--- src/rtl/keypad_pkg.sv ---
// Shared types and constants for the keypad-matrix front end.
package keypad_pkg;

  localparam int KEYS_PER_PAD = 12;

  // Key indices of the bottom row; keys 1..9 are indices 0..8.
  localparam int K_STAR = 9;
  localparam int K_ZERO = 10;
  localparam int K_HASH = 11;

  // Result of a PS/2 scan-code lookup.
  typedef struct packed {
    logic       valid;
    logic [1:0] pad;
    logic [3:0] key;
  } key_map_t;

  // Builds a valid map entry for the given pad and key index.
  function automatic key_map_t map_hit(input logic [1:0] pad, input logic [3:0] key);
    key_map_t m;
    m.valid = 1'b1;
    m.pad   = pad;
    m.key   = key;
    return m;
  endfunction

endpackage

--- src/rtl/ps2_keypad_map.sv ---
// PS/2 scan code to {pad, key} lookup. code[8] is the extended (E0) flag.
// Pad 0 is the numeric keypad, pad 1 the main-row digits.
module ps2_keypad_map
  import keypad_pkg::*;
(
  input  logic [8:0] code,
  output key_map_t   map
);

  // Fixed layout table; anything not listed is reported as invalid.
  always_comb begin
    map = '0;
    case (code)
      9'h069: map = map_hit(2'd0, 4'd0);
      9'h072: map = map_hit(2'd0, 4'd1);
      9'h07A: map = map_hit(2'd0, 4'd2);
      9'h06B: map = map_hit(2'd0, 4'd3);
      9'h073: map = map_hit(2'd0, 4'd4);
      9'h074: map = map_hit(2'd0, 4'd5);
      9'h06C: map = map_hit(2'd0, 4'd6);
      9'h075: map = map_hit(2'd0, 4'd7);
      9'h07D: map = map_hit(2'd0, 4'd8);
      9'h070: map = map_hit(2'd0, 4'(K_ZERO));
      9'h07C: map = map_hit(2'd0, 4'(K_STAR));
      9'h071: map = map_hit(2'd0, 4'(K_STAR));
      9'h07B: map = map_hit(2'd0, 4'(K_HASH));
      9'h15A: map = map_hit(2'd0, 4'(K_HASH));
      9'h016: map = map_hit(2'd1, 4'd0);
      9'h01E: map = map_hit(2'd1, 4'd1);
      9'h026: map = map_hit(2'd1, 4'd2);
      9'h025: map = map_hit(2'd1, 4'd3);
      9'h02E: map = map_hit(2'd1, 4'd4);
      9'h036: map = map_hit(2'd1, 4'd5);
      9'h03D: map = map_hit(2'd1, 4'd6);
      9'h03E: map = map_hit(2'd1, 4'd7);
      9'h046: map = map_hit(2'd1, 4'd8);
      9'h045: map = map_hit(2'd1, 4'(K_ZERO));
      9'h04E: map = map_hit(2'd1, 4'(K_STAR));
      9'h055: map = map_hit(2'd1, 4'(K_HASH));
      default: map = '0;
    endcase
  end

endmodule

--- src/rtl/keypad_matrix_ctrl.sv ---
// Keypad-matrix front end: PS/2 keys and debounced joystick buttons merged
// into per-pad 12-key states, presented as active-low rows for the
// column-scanned PPI input. Short keyboard presses are stretched until a CPU
// read of their column has seen them.
module keypad_matrix_ctrl
  import keypad_pkg::*;
#(
  parameter int NUM_PADS     = 2,
  parameter int COLS         = 3,
  parameter int ROWS         = 4,
  parameter int JOY_DEBOUNCE = 8
) (
  input  logic                         clk_3m58,
  input  logic                         reset,
  input  logic [10:0]                  ps2_key,
  input  logic [NUM_PADS*12-1:0]       joy,
  input  logic [COLS-1:0]              col_n,
  input  logic                         rd_strobe,
  output logic [NUM_PADS*ROWS-1:0]     row_n,
  output logic                         key_any
);

  localparam int NKEYS = NUM_PADS * KEYS_PER_PAD;
  localparam int CNT_W = (JOY_DEBOUNCE > 0) ? $clog2(JOY_DEBOUNCE + 1) : 1;

  logic                     tog_q, tog_d;
  logic                     ps2_evt;
  logic                     pad_ok;
  key_map_t                 map;
  logic [NKEYS-1:0]         key_hit, key_smp;
  logic [NKEYS-1:0]         held_q, held_d;
  logic [NKEYS-1:0]         smp_q, smp_d;
  logic [NKEYS-1:0]         pend_q, pend_d;
  logic [NKEYS-1:0]         joy_stb;
  logic [NKEYS-1:0]         eff;
  logic [NUM_PADS*ROWS-1:0] row_n_q, row_n_d;
  logic                     key_any_q, key_any_d;

  ps2_keypad_map u_map (
    .code (ps2_key[8:0]),
    .map  (map)
  );

  // A PS/2 event is any change of the toggle bit; codes for absent pads are dropped.
  always_comb begin
    tog_d   = ps2_key[10];
    ps2_evt = ps2_key[10] ^ tog_q;
    pad_ok  = map.valid && (32'(map.pad) < NUM_PADS);
  end

  // Per-key decode of the current event and of a CPU read covering the key's column.
  always_comb begin
    key_hit = '0;
    key_smp = '0;
    for (int i = 0; i < NKEYS; i++) begin
      key_hit[i] = ps2_evt && pad_ok &&
                   (map.pad == 2'(i / KEYS_PER_PAD)) &&
                   (map.key == 4'(i % KEYS_PER_PAD));
      key_smp[i] = rd_strobe && !col_n[(i % KEYS_PER_PAD) % COLS] && held_q[i];
    end
  end

  // Press arms a key; a release only drops it once a read has seen the press.
  always_comb begin
    held_d = held_q;
    smp_d  = smp_q;
    pend_d = pend_q;
    for (int i = 0; i < NKEYS; i++) begin
      smp_d[i] = smp_q[i] | key_smp[i];
      if (key_hit[i] && ps2_key[9]) begin
        held_d[i] = 1'b1;
        smp_d[i]  = 1'b0;
        pend_d[i] = 1'b0;
      end else if (key_hit[i]) begin
        if (smp_d[i]) held_d[i] = 1'b0;
        else          pend_d[i] = 1'b1;
      end
      if (smp_d[i] && pend_d[i]) begin
        held_d[i] = 1'b0;
        pend_d[i] = 1'b0;
      end
    end
  end

  // Joystick debounce: the stable bit follows the raw bit only after it has
  // differed for JOY_DEBOUNCE+1 consecutive samples (one sample when bypassed).
  for (genvar b = 0; b < NKEYS; b++) begin : g_deb
    logic [CNT_W-1:0] cnt_q, cnt_d;
    logic             stb_q, stb_d;

    // Count consecutive disagreements and flip once the limit is reached.
    always_comb begin
      cnt_d = cnt_q;
      stb_d = stb_q;
      if (joy[b] == stb_q) begin
        cnt_d = '0;
      end else if (cnt_q == CNT_W'(JOY_DEBOUNCE)) begin
        stb_d = ~stb_q;
        cnt_d = '0;
      end else begin
        cnt_d = cnt_q + 1'b1;
      end
    end

    // Debounce state register.
    always_ff @(posedge clk_3m58) begin
      if (reset) begin
        cnt_q <= '0;
        stb_q <= 1'b0;
      end else begin
        cnt_q <= cnt_d;
        stb_q <= stb_d;
      end
    end

    assign joy_stb[b] = stb_q;
  end

  // Row word: a row goes low when any selected column holds an effective key.
  always_comb begin
    eff       = held_q | joy_stb;
    row_n_d   = '1;
    key_any_d = |eff;
    for (int p = 0; p < NUM_PADS; p++) begin
      for (int r = 0; r < ROWS; r++) begin
        for (int c = 0; c < COLS; c++) begin
          if (!col_n[c] && eff[p*KEYS_PER_PAD + r*COLS + c]) row_n_d[p*ROWS + r] = 1'b0;
        end
      end
    end
  end

  // Key-state and output registers; the toggle history reloads on reset so
  // a toggle level left over from before reset is not taken as an event.
  always_ff @(posedge clk_3m58) begin
    if (reset) begin
      tog_q     <= ps2_key[10];
      held_q    <= '0;
      smp_q     <= '0;
      pend_q    <= '0;
      row_n_q   <= '1;
      key_any_q <= 1'b0;
    end else begin
      tog_q     <= tog_d;
      held_q    <= held_d;
      smp_q     <= smp_d;
      pend_q    <= pend_d;
      row_n_q   <= row_n_d;
      key_any_q <= key_any_d;
    end
  end

  assign row_n   = row_n_q;
  assign key_any = key_any_q;

endmodule

--- config.mk ---
export PLATFORM = sky130hd
export DESIGN_NAME = keypad_matrix_ctrl
export DESIGN_NICKNAME = d
export VERILOG_FILES = /design/src/rtl/keypad_pkg.sv /design/src/rtl/ps2_keypad_map.sv /design/src/rtl/keypad_matrix_ctrl.sv
export SDC_FILE = /design/constraint.sdc
export NUM_CORES = 1
export LEC_CHECK = 0
export ABC_AREA = 1
export CORE_MARGIN = 3
export CORE_UTILIZATION = 57
export DETAILED_ROUTE_END_ITERATION = 8
export GPL_TIMING_DRIVEN = 0
export PLACE_DENSITY_LB_ADDON = 0.05
export SETUP_SLACK_MARGIN = 0.05
export SLEW_MARGIN = 20
export SYNTH_ARGS = -nofsm -noshare
export SYNTH_HDL_FRONTEND = slang
export SYNTH_HIERARCHICAL = 1
export SYNTH_SLANG_ARGS = --single-unit
--- constraint.sdc ---
create_clock -name clk_3m58 -period 4.71 [get_ports clk_3m58]
set_input_delay 0.471 -clock clk_3m58 [delete_from_list [all_inputs] [get_ports clk_3m58]]
set_output_delay 0.471 -clock clk_3m58 [all_outputs]
set_load 0.05 [all_outputs]
==> metrics.md, run 1 <==
| Metric | Value |
|---|---|
| Clock latency on the worst-skew pair | 0.50 ns |
| Via count | roughly 7800 |
| DP Wirelength | 14300 um |
| Row count | 46 |
| RSZ-0062 raised after global routing | false |
| Die W | 135 um |
| Core area | around 16000 um2 |
| Post-layout minimum cycle time | 2.51 ns |
| Power density over the cells | 354 nW/um2 |
| H-Tree Level Count | 1 |
| Total routed wirelength | between 15000 and 20000 um |
| Synth top area share | 0.428 |
| Clk_skew | 0.0117 ns |
| Number of nets produced by synthesis | roughly 1400 |
| Slew headroom | 0.612 |
| Nets | 1424 |
| Clock Path Buffers | 3 |
| Worst setup path category | input pin to flop |
| Ratio of cells with drive above 1 in the final layout | 0.0725 |
| CTS clk-pin slew, worst paths | 0.06 ns |
| DRC viols | 0 |
| Num ports | 50 |
| Clk pwr share | 0.507 |
| Period utilization | 0.534 |
| Slew @ Worst Pin | 0.582 ns |
| Drt via density | about 4.9 |
| Synth area leader | dfxtp_1 |
| Yosys warnings | 6 |
| Vias in the first global route | 7275 |
| Switching pwr | 0.000826 W |
| Leakage power | 4.71 nW |
| Total congestion overflow | 0 |
| Clock Tree Root | clkbuf_16 |
| First-pass GRT wire length | 32900 um |
| Net Sw Frac | 0.211 |
| Post-CTS Resized | 0 |
| Seq pwr share | 0.446 |
| Worst hold path type | flop to flop |
| Crit path required time | 5.13 ns |
| Critical Path End Type | flop |
| Fin cells | 1567 |
| Most used flip-flop cell after synthesis | dfxtp_1 |
| Die area | roughly 18000 um2 |
| Async SR Flop Fraction | 0 |
| Fmax | 0.398 GHz |
| Seq/Total Area, Yosys | 0.428 |
| Max Cap Viol | 0 |
| Gr usage total | 0.217 |
| Internal Pwr Total | 0.00310 W |
| Comb power frac | 0.048 |
| TritonCTS Sinks | 202 |
| CTS Buf Count | 22 |
| Final setup fails | 0 |
| CP arrival | 2.94 ns |
| Hold buffers post-CTS | 0 |
| Drt pass-1 iters | 5 |
| Largest net degree at the start of global routing | 16 |
| Placed insts | 1527 |
| Critical path startpoint category | input pin |
| Mean Syn Cell Area | ~7.5 um2 |
| Post-synth EDFFs | 0 |
| # port buffers | 49 |
| Antenna cells | 0 |
| Final hold violations | 0 |
| Yosys reg bits | around 200 |
| Initial antenna violation count | 0 |
| Drt initial violations | 361 |
| Post-route ant nets | 0 |
| Outcome | finished, final reports clean |
| Top post-synthesis cells by area | dfxtp_1, nor2_1, inv_1, nand2_1, ha_1 |
| Synthesis-to-finish area growth | 17.1% |
| CP Max Fanout | 10 |
| Post-Synthesis Cell Area | 9460 um2 |
| Wire per inst | 12.4 um |
| Post-synth cell types | 38 |
| Final Max Slew Viols | 0 |
| Cells after Synth | about 1300 |
| Setup bufs post-CTS | 0 |
| CTS tree | built |
| Initial core utilization | 0.589 |
| Peak supply drop | 0.000357 V |
| Most frequent cells in the layout | nor2_1, dfxtp_1, inv_1, nand2_1, nand3_1 |
| Setup tns final | 0 ns |
| Die Height | 135 um |
| Most common cell after layout, fill and taps aside | nor2_1 |
| Placer Congestion | roughly 0.89 |
| Filler cells | 1348 |
==> cells in the mapped netlist (5+ instances only) <==
| library cell | instances |
|---|---|
| xor2_1 | 48 |
| nor2_1 | 293 |
| o21bai_1 | 22 |
| nand3_1 | 84 |
| inv_2 | 6 |
| buf_2 | 5 |
| nand2_1 | 168 |
| nand4_1 | 6 |
| ha_1 | 48 |
| o21ai_0 | 64 |
| xnor2_1 | 24 |
| nand3_2 | 14 |
| clkbuf_1 | 7 |
| dfxtp_1 | 202 |
| nand2_2 | 16 |
| o21ai_1 | 36 |
| inv_1 | 178 |
| nor2_2 | 7 |
==> through the flow <==
| step | cell area, um2 | total power [W] | util | hold slack (ns) | setup WS (ns) |
|---|---|---|---|---|---|
| 2_1_floorplan | 9460 | 0.00189 | - | 0.430 | 2.61 |
| 3_3_place_gp | 10200 | 0.00197 | 0.636 | 0.444 | 1.72 |
| 3_5_place_dp | 10200 | 0.00197 | 0.636 | 0.450 | 1.74 |
| 4_1_cts | 11100 | 0.00396 | 0.690 | 0.464 | 2.23 |
| 5_1_grt | 11100 | 0.00405 | 0.690 | 0.479 | 1.93 |
| 6_report | 11100 | 0.00392 | 0.690 | 0.459 | 2.20 |
==> power groups by stage <==
| stage | combinational [W] | sequential (W) | clock, W |
|---|---|---|---|
| floorplan | 0.000106 | 0.00178 | 0 |
| global placement | 0.000183 | 0.00179 | 0 |
| detailed placement | 0.000187 | 0.00179 | 0 |
| CTS | 0.000189 | 0.00175 | 0.00203 |
| global route | 0.000213 | 0.00175 | 0.00209 |
| finish | 0.000188 | 0.00175 | 0.00199 |
==> critical path: stages <==
cell,delay (ns)
clkdlybuf4s50_1,0.54
inv_2,0.16
nand3_1,0.09
nor2_1,0.22
nand2_1,0.11
nand2_2,0.08
nor2_2,0.04
nand2_1,0.07
nor2_2,0.04
nand2_1,0.06
inv_1,0.05
nor2_4,0.09
nand3_4,0.12
nor2_8,0.19
buf_12,0.16
nand2_1,0.07
o21ai_1,0.17
nand2_1,0.08
nor2_1,0.11
==> layer usage <==
layer	routed length, um	global-route usage	vias to the layer above
met5	0	0	-
met4	398	0.0509	0
met2	8910	0.368	153
met3	902	0.0298	34
li1	-	-	4078
met1	9200	0.294	3486
==> path summary, 6_finish.rpt <==
check | slack [ns] | to | cells past startpoint | from
worst max register to register | 3.30 | pend_q[22] | 9 | tog_q
worst max-delay path | 2.20 | pend_q[22] | 19 | ps2_key[8]
worst min register to register | 0.46 | g_deb[22].cnt_q[0] | 1 | g_deb[22].cnt_q[0]
worst min-delay path | 0.46 | g_deb[22].cnt_q[0] | 1 | g_deb[22].cnt_q[0]
==> state kept, by name (all words and copies together), names as in the netlist <==
signal	count
held_q	24
pend_q	24
g_deb.stb_q	24
key_any	1
smp_q	24
tog_q	1
g_deb.cnt_q	96
row_n	8
==> cells by family (layout without fill, tap and decap cells) <==
| group | after synthesis | count (layout) | synth area share |
|---|---|---|---|
| AND/OR/NAND/NOR | 600 | 600 | 0.274 |
| flip-flops | 202 | 202 | 0.428 |
| buffers and inverters | 202 | 291 | 0.0857 |
| AO/OA/AOI/OAI | 137 | 137 | 0.0819 |
| XOR/XNOR | 72 | 72 | 0.0667 |
| adder cells (fa/ha/maj) | 48 | 48 | 0.0635 |
| other | 1 | 1 | 0.000397 |
==> area by class of cell <==
cell class	count	area, um2	area share
clock inverter	14	260	0.0235
multi-input combinational	858	4600	0.415
buffer	18	120	0.0108
tap	216	270	0.0244
sequential	202	4040	0.365
clock buffer	26	597	0.0539
inverter	184	691	0.0624
timing repair buffer	49	490	0.0443
Note: power is estimated with default switching activity, not from simulation.
==> run 2: changes to the inputs <==
--- a/config.mk
+++ b/config.mk
@@ -7,7 +7,7 @@
 export LEC_CHECK = 0
 export ABC_AREA = 1
 export CORE_MARGIN = 3
-export CORE_UTILIZATION = 57
+export CORE_UTILIZATION = 54
 export DETAILED_ROUTE_END_ITERATION = 8
 export GPL_TIMING_DRIVEN = 0
 export PLACE_DENSITY_LB_ADDON = 0.05
==> constraint.sdc (replaced) <==
create_clock -name clk_3m58 -period 2.2 [get_ports clk_3m58]
set_input_delay 0.22 -clock clk_3m58 [delete_from_list [all_inputs] [get_ports clk_3m58]]
set_output_delay 0.22 -clock clk_3m58 [all_outputs]
set_load 0.05 [all_outputs]
==> run 2 against run 1 <==
Sequential power is 110% higher. Combinational power is 120% higher. Cell area is 1.5% higher. Clock-buffer cell count is 9 higher. Final cell count is 0.57% higher. Power is 95% higher. Sequential share of layout area is 0.53 points lower. Setup slack worse by 2.0 ns. Die area is 5.3% higher. Critical path type unchanged. Global-route usage is 1.9 points lower.
==> metrics.md, run 2 (same netlist as run 1, synthesis figures left out) <==
| Metric | Value |
|---|---|
| Outcome | finished, final reports clean (unchanged) |
| TritonCTS Sinks | 202 (unchanged) |
| RSZ-0062 raised after global routing | false (unchanged) |
| Most common cell after layout, fill and taps aside | nor2_1 (unchanged) |
| Met3 Usage GRT | 0.0335 (was 0.0298) |
| DRC viols | 0 (unchanged) |
| Drt initial violations | 328 (was 361) |
| Worst setup path category | input pin to flop (unchanged) |
| Total power draw | 0.00764 W (was 0.00392 W) |
| Placer Congestion | 0.881 (was 0.894) |
| Post-route ant nets | 0 (unchanged) |
| H-Tree Level Count | 1 (unchanged) |
| Total routed wirelength | 19600 um (was 19400 um) |
| Drt pass-1 iters | 5 (unchanged) |
| Die W | 138 um (was 135 um) |
| First-pass GRT wire length | 32600 um (was 32900 um) |
| CP arrival | 2.37 ns (was 2.94 ns) |
| Fmax | 0.503 GHz |
| Final setup fails | 0 (unchanged) |
| Slew @ Worst Pin | 0.590 ns (was 0.582 ns) |
| Num ports | 50 (unchanged) |
| Routing usage on met1 | 0.271 (was 0.294) |
| Initial antenna violation count | 0 (unchanged) |
| Vias in the first global route | 7046 (was 7275) |
| Largest net degree at the start of global routing | 13 (was 16) |
| Antenna cells | 0 (unchanged) |
| Via count | 7775 (was 7751) |
| Hold buffers post-CTS | 0 (unchanged) |
| Nets | 1431 (was 1424) |
| Hold WS | 0.234 ns (was 0.459 ns) |
| Synthesis-to-finish area growth | 18.8% (was 17.1%) |
| Largest register FFs | 96 (unchanged) |
| Top Usage Layer GRT | met2 (unchanged) |
| Power density over the cells | 679 nW/um2 (was 354 nW/um2) |
| Peak supply drop | 0.000645 V (was 0.000357 V) |
| Period utilization | 0.904 |
| Die area | 19100 um2 (was 18200 um2) |
| Ratio of cells with drive above 1 in the final layout | 0.105 (was 0.0725) |
| Post-layout minimum cycle time | just under 2 ns |
| Met2 Resource Use GR | 0.330 (was 0.368) |
| Clk_skew | 0.00952 ns (was 0.0117 ns) |
| Critical Path End Type | flop (unchanged) |
| CTS Buf Count | 22 (unchanged) |
| Total congestion overflow | 0 (unchanged) |
| Gr usage total | 0.198 (was 0.217) |
| Worst hold path type | input pin to flop (was flop to flop) |
| Drt via density | 4.93 (was 4.95) |
| Leakage power | 4.77 nW (was 4.71 nW) |
| Reg with most FFs | g_deb.cnt_q (unchanged) |
| Die Height | 138 um (was 135 um) |
| CTS clk-pin slew, worst paths | 0.06 ns (about the same) |
| CP Max Fanout | 10 (unchanged) |
| Slew headroom | 0.607 (was 0.612) |
| Core area | 16900 um2 (was 16100 um2) |
| Row count | 47 (was 46) |
| DP Wirelength | 14300 um (about the same) |
| Critical path startpoint category | input pin (unchanged) |
| Max Cap Viol | 0 (unchanged) |
| Most frequent cells in the layout | nor2_1, dfxtp_1, inv_1, nand2_1, nand3_1 (unchanged) |
| Final Max Slew Viols | 0 (unchanged) |
| Clock Tree Root | clkbuf_16 (unchanged) |
| Clock Path Buffers | 3 (unchanged) |
| Initial core utilization | 0.560 (was 0.589) |
| Wire per inst | 12.5 um (was 12.4 um) |
| Crit path required time | 2.58 ns (was 5.13 ns) |
| Final hold violations | 0 (unchanged) |
| # port buffers | 49 (unchanged) |
| Clock latency on the worst-skew pair | 0.50 ns (about the same) |
| CTS tree | built (unchanged) |
-- run 2: cell types whose count changed in the layout (fill, tap and decap cells not counted), sizes merged, moves of 3 or more --
cell           change
clkbuf            +11
clkdlybuf4s50      -9
dlymetal6s2s       +8
bufinv             -7
buf                +4
clkinvlp           -3
-- run 2: repair_timing --
item,in CTS,in global routing
resized for setup,4,71
cloned,0,3
pin swaps,0,14
setup endpoints to repair,37,72
buffers inserted,0,4
-- run 2: power by group --
| part | switching [W] | internal, W |
|---|---|---|
| clock network | 0.00140 | 0.00208 |
| registers | 0.0000388 | 0.00370 |
| logic | 0.000259 | 0.000162 |
| total | 0.00169 | 0.00594 |
-- run 2: area by class of cell --
class	count	area (um2)
buffer	18	129
clock buffer	35	671
clock inverter	3	15.0
fill	1451	5640
inverter	184	691
multi-input combinational	859	4820
sequential	202	4040
tap	220	275
timing repair buffer	55	593
-- run 2: worst paths after layout --
path	startpoint	endpoint	slack (ns)	depth (start not counted)
worst max register to register	tog_q	held_q[7]	0.73	8
worst min register to register	g_deb[20].cnt_q[0]	g_deb[20].cnt_q[0]	0.46	1
worst max-delay path	ps2_key[8]	held_q[7]	0.21	18
worst min-delay path	ps2_key[10]	tog_q	0.23	1
-- run 2: critical path, cell delays in order --
cell	delay, ns
dlygate4sd2_1	0.33
nor2_1	0.16
nand2_2	0.09
nor2_4	0.12
nand2_2	0.08
nand2_2	0.08
nor2_2	0.04
nand2_1	0.07
nor2_2	0.04
nand2_1	0.05
inv_1	0.05
nor2_4	0.09
nand3_4	0.16
nor2_8	0.22
buf_8	0.16
nand2_1	0.08
o21ai_0	0.23
nor2_1	0.07
-- run 2: metrics by stage --
stage	setup TNS, ns	instance area (um2)	std cells	util	setup slack, ns
floorplan	0	9460	1262	-	0.350
global placement	-32.78	10200	1531	0.606	-0.531
detailed placement	-31.30	10200	1531	0.606	-0.508
CTS	0	10900	1569	0.647	0.0537
global route	0	11200	1576	0.666	0.00265
finish	0	11200	1576	0.666	0.211
-- run 2: metal layers --
| layer | wire length, um | part of all wire |
|---|---|---|
| met4 | 454 | 0.023 |
| met2 | 8960 | 0.46 |
| met5 | 0 | 0 |
| met1 | 9250 | 0.47 |
| met3 | 974 | 0.050 |
==> run 3: changes to the inputs <==
--- a/config.mk
+++ b/config.mk
@@ -6,7 +6,6 @@
 export NUM_CORES = 1
 export LEC_CHECK = 0
 export ABC_AREA = 1
-export CORE_MARGIN = 3
 export CORE_UTILIZATION = 54
 export DETAILED_ROUTE_END_ITERATION = 8
 export GPL_TIMING_DRIVEN = 0
==> run 3 against run 2 <==
Setup slack worse by 0.042 ns. Largest power group is now clock. Clock-buffer cell count fell by 3. Die area shrank 5.7%. Cell area is 0.56% higher.
==> metrics.md, run 3 (same netlist as run 1, synthesis figures left out) <==
| Metric | Value |
|---|---|
| Outcome | finished, final reports clean (unchanged) |
| Die W | 134 um (was 138 um) |
| # port buffers | 49 (unchanged) |
| H-Tree Level Count | 1 (unchanged) |
| Gr usage total | 0.217 (was 0.198) |
| Row count | 48 (was 47) |
| Period utilization | 0.923 (was 0.904) |
| Placed insts | 1536 (was 1531) |
| Largest net degree at the start of global routing | 15 (was 13) |
| Synthesis-to-finish area growth | 19.5% (was 18.8%) |
| Clock latency on the worst-skew pair | 0.49 ns (was 0.50 ns) |
| Clock Path Buffers | 3 (unchanged) |
| Largest register FFs | 96 (unchanged) |
| Setup tns final | 0 ns (unchanged) |
| Vias in the first global route | 7012 (was 7046) |
| Crit path largest cell delay | 0.33 ns (about the same) |
| Power density over the cells | 709 nW/um2 (was 679 nW/um2) |
| Slowest cell on the critical path | dlygate4sd2_1 (unchanged) |
| Post-route ant nets | 0 (unchanged) |
| Drt initial violations | 435 (was 328) |
| Clock Tree Root | clkbuf_16 (unchanged) |
| Crit path max-delay family | simple AND/OR/NAND/NOR gates (unchanged) |
| Die area | 18000 um2 (was 19100 um2) |
| CP bufs+invs | 4 (was 3) |
| Reg with most FFs | g_deb.cnt_q (unchanged) |
| Total congestion overflow | 0 (unchanged) |
| Slew headroom | 0.610 (was 0.607) |
| Leakage power | 4.80 nW (was 4.77 nW) |
| DP Wirelength | 14200 um (was 14300 um) |
| Initial core utilization | 0.550 (was 0.560) |
| Worst setup path category | input pin to flop (unchanged) |
| Drt via density | 4.87 (was 4.93) |
| TritonCTS Sinks | 202 (unchanged) |
| Num ports | 50 (unchanged) |
| Reg2reg setup slack | 0.70 ns (was 0.73 ns) |
| Worst hold path type | input pin to flop (unchanged) |
| CP arrival | 2.46 ns (was 2.37 ns) |
| First-pass GRT wire length | 31900 um (was 32600 um) |
| Crit-path cells | dlygate4sd2_1 -> inv_2 -> nand2_1 -> nor2_1 -> nand2_1 -> nand2_1 -> nor2_2 -> nand2_1 -> nor2_1 -> nand2_1 -> inv_1 -> nor2_4 -> nand3_4 -> nor2_8 -> clkbuf_16 -> nand3_2 -> nand2_2 -> o21ai_1 -> nor2_1 (was dlygate4sd2_1 -> nor2_1 -> nand2_2 -> nor2_4 -> nand2_2 -> nand2_2 -> nor2_2 -> nand2_1 -> nor2_2 -> nand2_1 -> inv_1 -> nor2_4 -> nand3_4 -> nor2_8 -> buf_8 -> nand2_1 -> o21ai_0 -> nor2_1) |
| CP Max Fanout | 6 (was 10) |
| Core area | 17200 um2 (was 16900 um2) |
| RSZ-0062 raised after global routing | false (unchanged) |
| Fmax | 0.492 GHz (was 0.503 GHz) |
| Final hold violations | 0 (unchanged) |
| CTS Buf Count | 22 (unchanged) |
| Hold buffers post-CTS | 0 (unchanged) |
| Fin cells | 1584 (was 1576) |
| Post-layout minimum cycle time | 2.03 ns (was 1.99 ns) |
| Max Cap Viol | 0 (unchanged) |
| DRC viols | 0 (unchanged) |
| Peak supply drop | 0.000514 V (was 0.000645 V) |
| Ratio of cells with drive above 1 in the final layout | 0.104 (was 0.105) |
| Clk_skew | 0.0103 ns (was 0.00952 ns) |
| Nets | 1433 (was 1431) |
| Critical Path End Type | flop (unchanged) |
| Wire per inst | 12.5 um (about the same) |
| Via count | 7713 (was 7775) |
| Critical path startpoint category | input pin (unchanged) |
| Drt pass-1 iters | 4 (was 5) |
| Initial antenna violation count | 0 (unchanged) |
| Critical Path Most Common Cell | nand2_1 |
| Hold WS | 0.223 ns (was 0.234 ns) |
| Antenna cells | 0 (unchanged) |
| Placer Congestion | 0.890 (was 0.881) |
| Final Max Slew Viols | 0 (unchanged) |
| Most common cell after layout, fill and taps aside | nor2_1 (unchanged) |
| CTS tree | built (unchanged) |
| Slew @ Worst Pin | 0.585 ns (was 0.590 ns) |
| CTS clk-pin slew, worst paths | 0.06 ns (about the same) |
| Final setup fails | 0 (unchanged) |
| Total routed wirelength | 19700 um (was 19600 um) |
| Most frequent cells in the layout | nor2_1, dfxtp_1, inv_1, nand2_1, nand3_1 (unchanged) |
| Die Height | 134 um (was 138 um) |
| Crit path required time | 2.63 ns (was 2.58 ns) |
-- run 3: changes by cell type in the layout (fill, tap and decap cells not counted), moves of 3 or more --
cell       previous run  this run
nand3_1              77        81
o21ai_1              37        40
nor2_2               12        15
bufinv_16             0         3
nand3_2              21        17
nor2_4               17        14
-- run 3: metrics by stage --
step | cell area (um2) | utilization | setup slack (ns) | total power [W]
4_1_cts | 11000 | 0.641 | 0.0552 | 0.00808
6_report | 11300 | 0.658 | 0.169 | 0.00801
3_3_place_gp | 10200 | 0.595 | -0.523 | 0.00422
2_1_floorplan | 9460 | - | 0.350 | 0.00404
5_1_grt | 11300 | 0.658 | 0.0433 | 0.00832
3_5_place_dp | 10200 | 0.595 | -0.571 | 0.00422
-- run 3: worst paths after layout --
kind                                   startpoint                end  depth (start not counted)
worst max register to register              tog_q         held_q[15]                          9
worst max-delay path                   ps2_key[2]         held_q[15]                         19
worst min-delay path                  ps2_key[10]              tog_q                          1
worst min register to register  g_deb[2].cnt_q[0]  g_deb[2].cnt_q[0]                          1
-- run 3: routing by layer --
metal | wire, um | vias up | track usage
li1 | - | 4099 | -
met1 | 9650 | 3449 | 0.290
met2 | 8910 | 129 | 0.366
met3 | 775 | 36 | 0.0291
met4 | 392 | 0 | 0.0568
met5 | 0 | - | 0
-- run 3: cell type report --
class                           instances  area (um2)
Fill cell                            1509        5880
Multi-Input combinational cell        859        4780
Sequential cell                       202        4040
Inverter                              184         691
Clock buffer                           32         649
Timing Repair Buffer                   57         609
Tap cell                              225         282
Buffer                                 18         129
Clock inverter                          7         119
-- run 3: what timing repair did --
item / 4_1_cts / 5_1_grt
pin swaps: 0 / 13
cloned: 0 / 3
gates resized for setup: 7 / 61
endpoints found under the setup margin: 37 / 72
buffers inserted: 0 / 6
-- run 3: worst register-to-register path: stages, from the launching register on --
cell       delay, ns
dfxtp_1         0.32
inv_1           0.05
nand2_2         0.07
nand3_4         0.16
nor2_8          0.27
clkbuf_16       0.20
nand3_2         0.09
nand2_2         0.10
o21ai_1         0.07
nor2_1          0.12
-- run 3: power breakdown --
| group | internal (W) | leakage [nW] | switching (W) |
|---|---|---|---|
| clock network | 0.00240 | 0.369 | 0.00145 |
| logic | 0.000162 | 2.80 | 0.000259 |
| registers | 0.00370 | 1.63 | 0.0000387 |
| total | 0.00626 | 4.80 | 0.00175 |
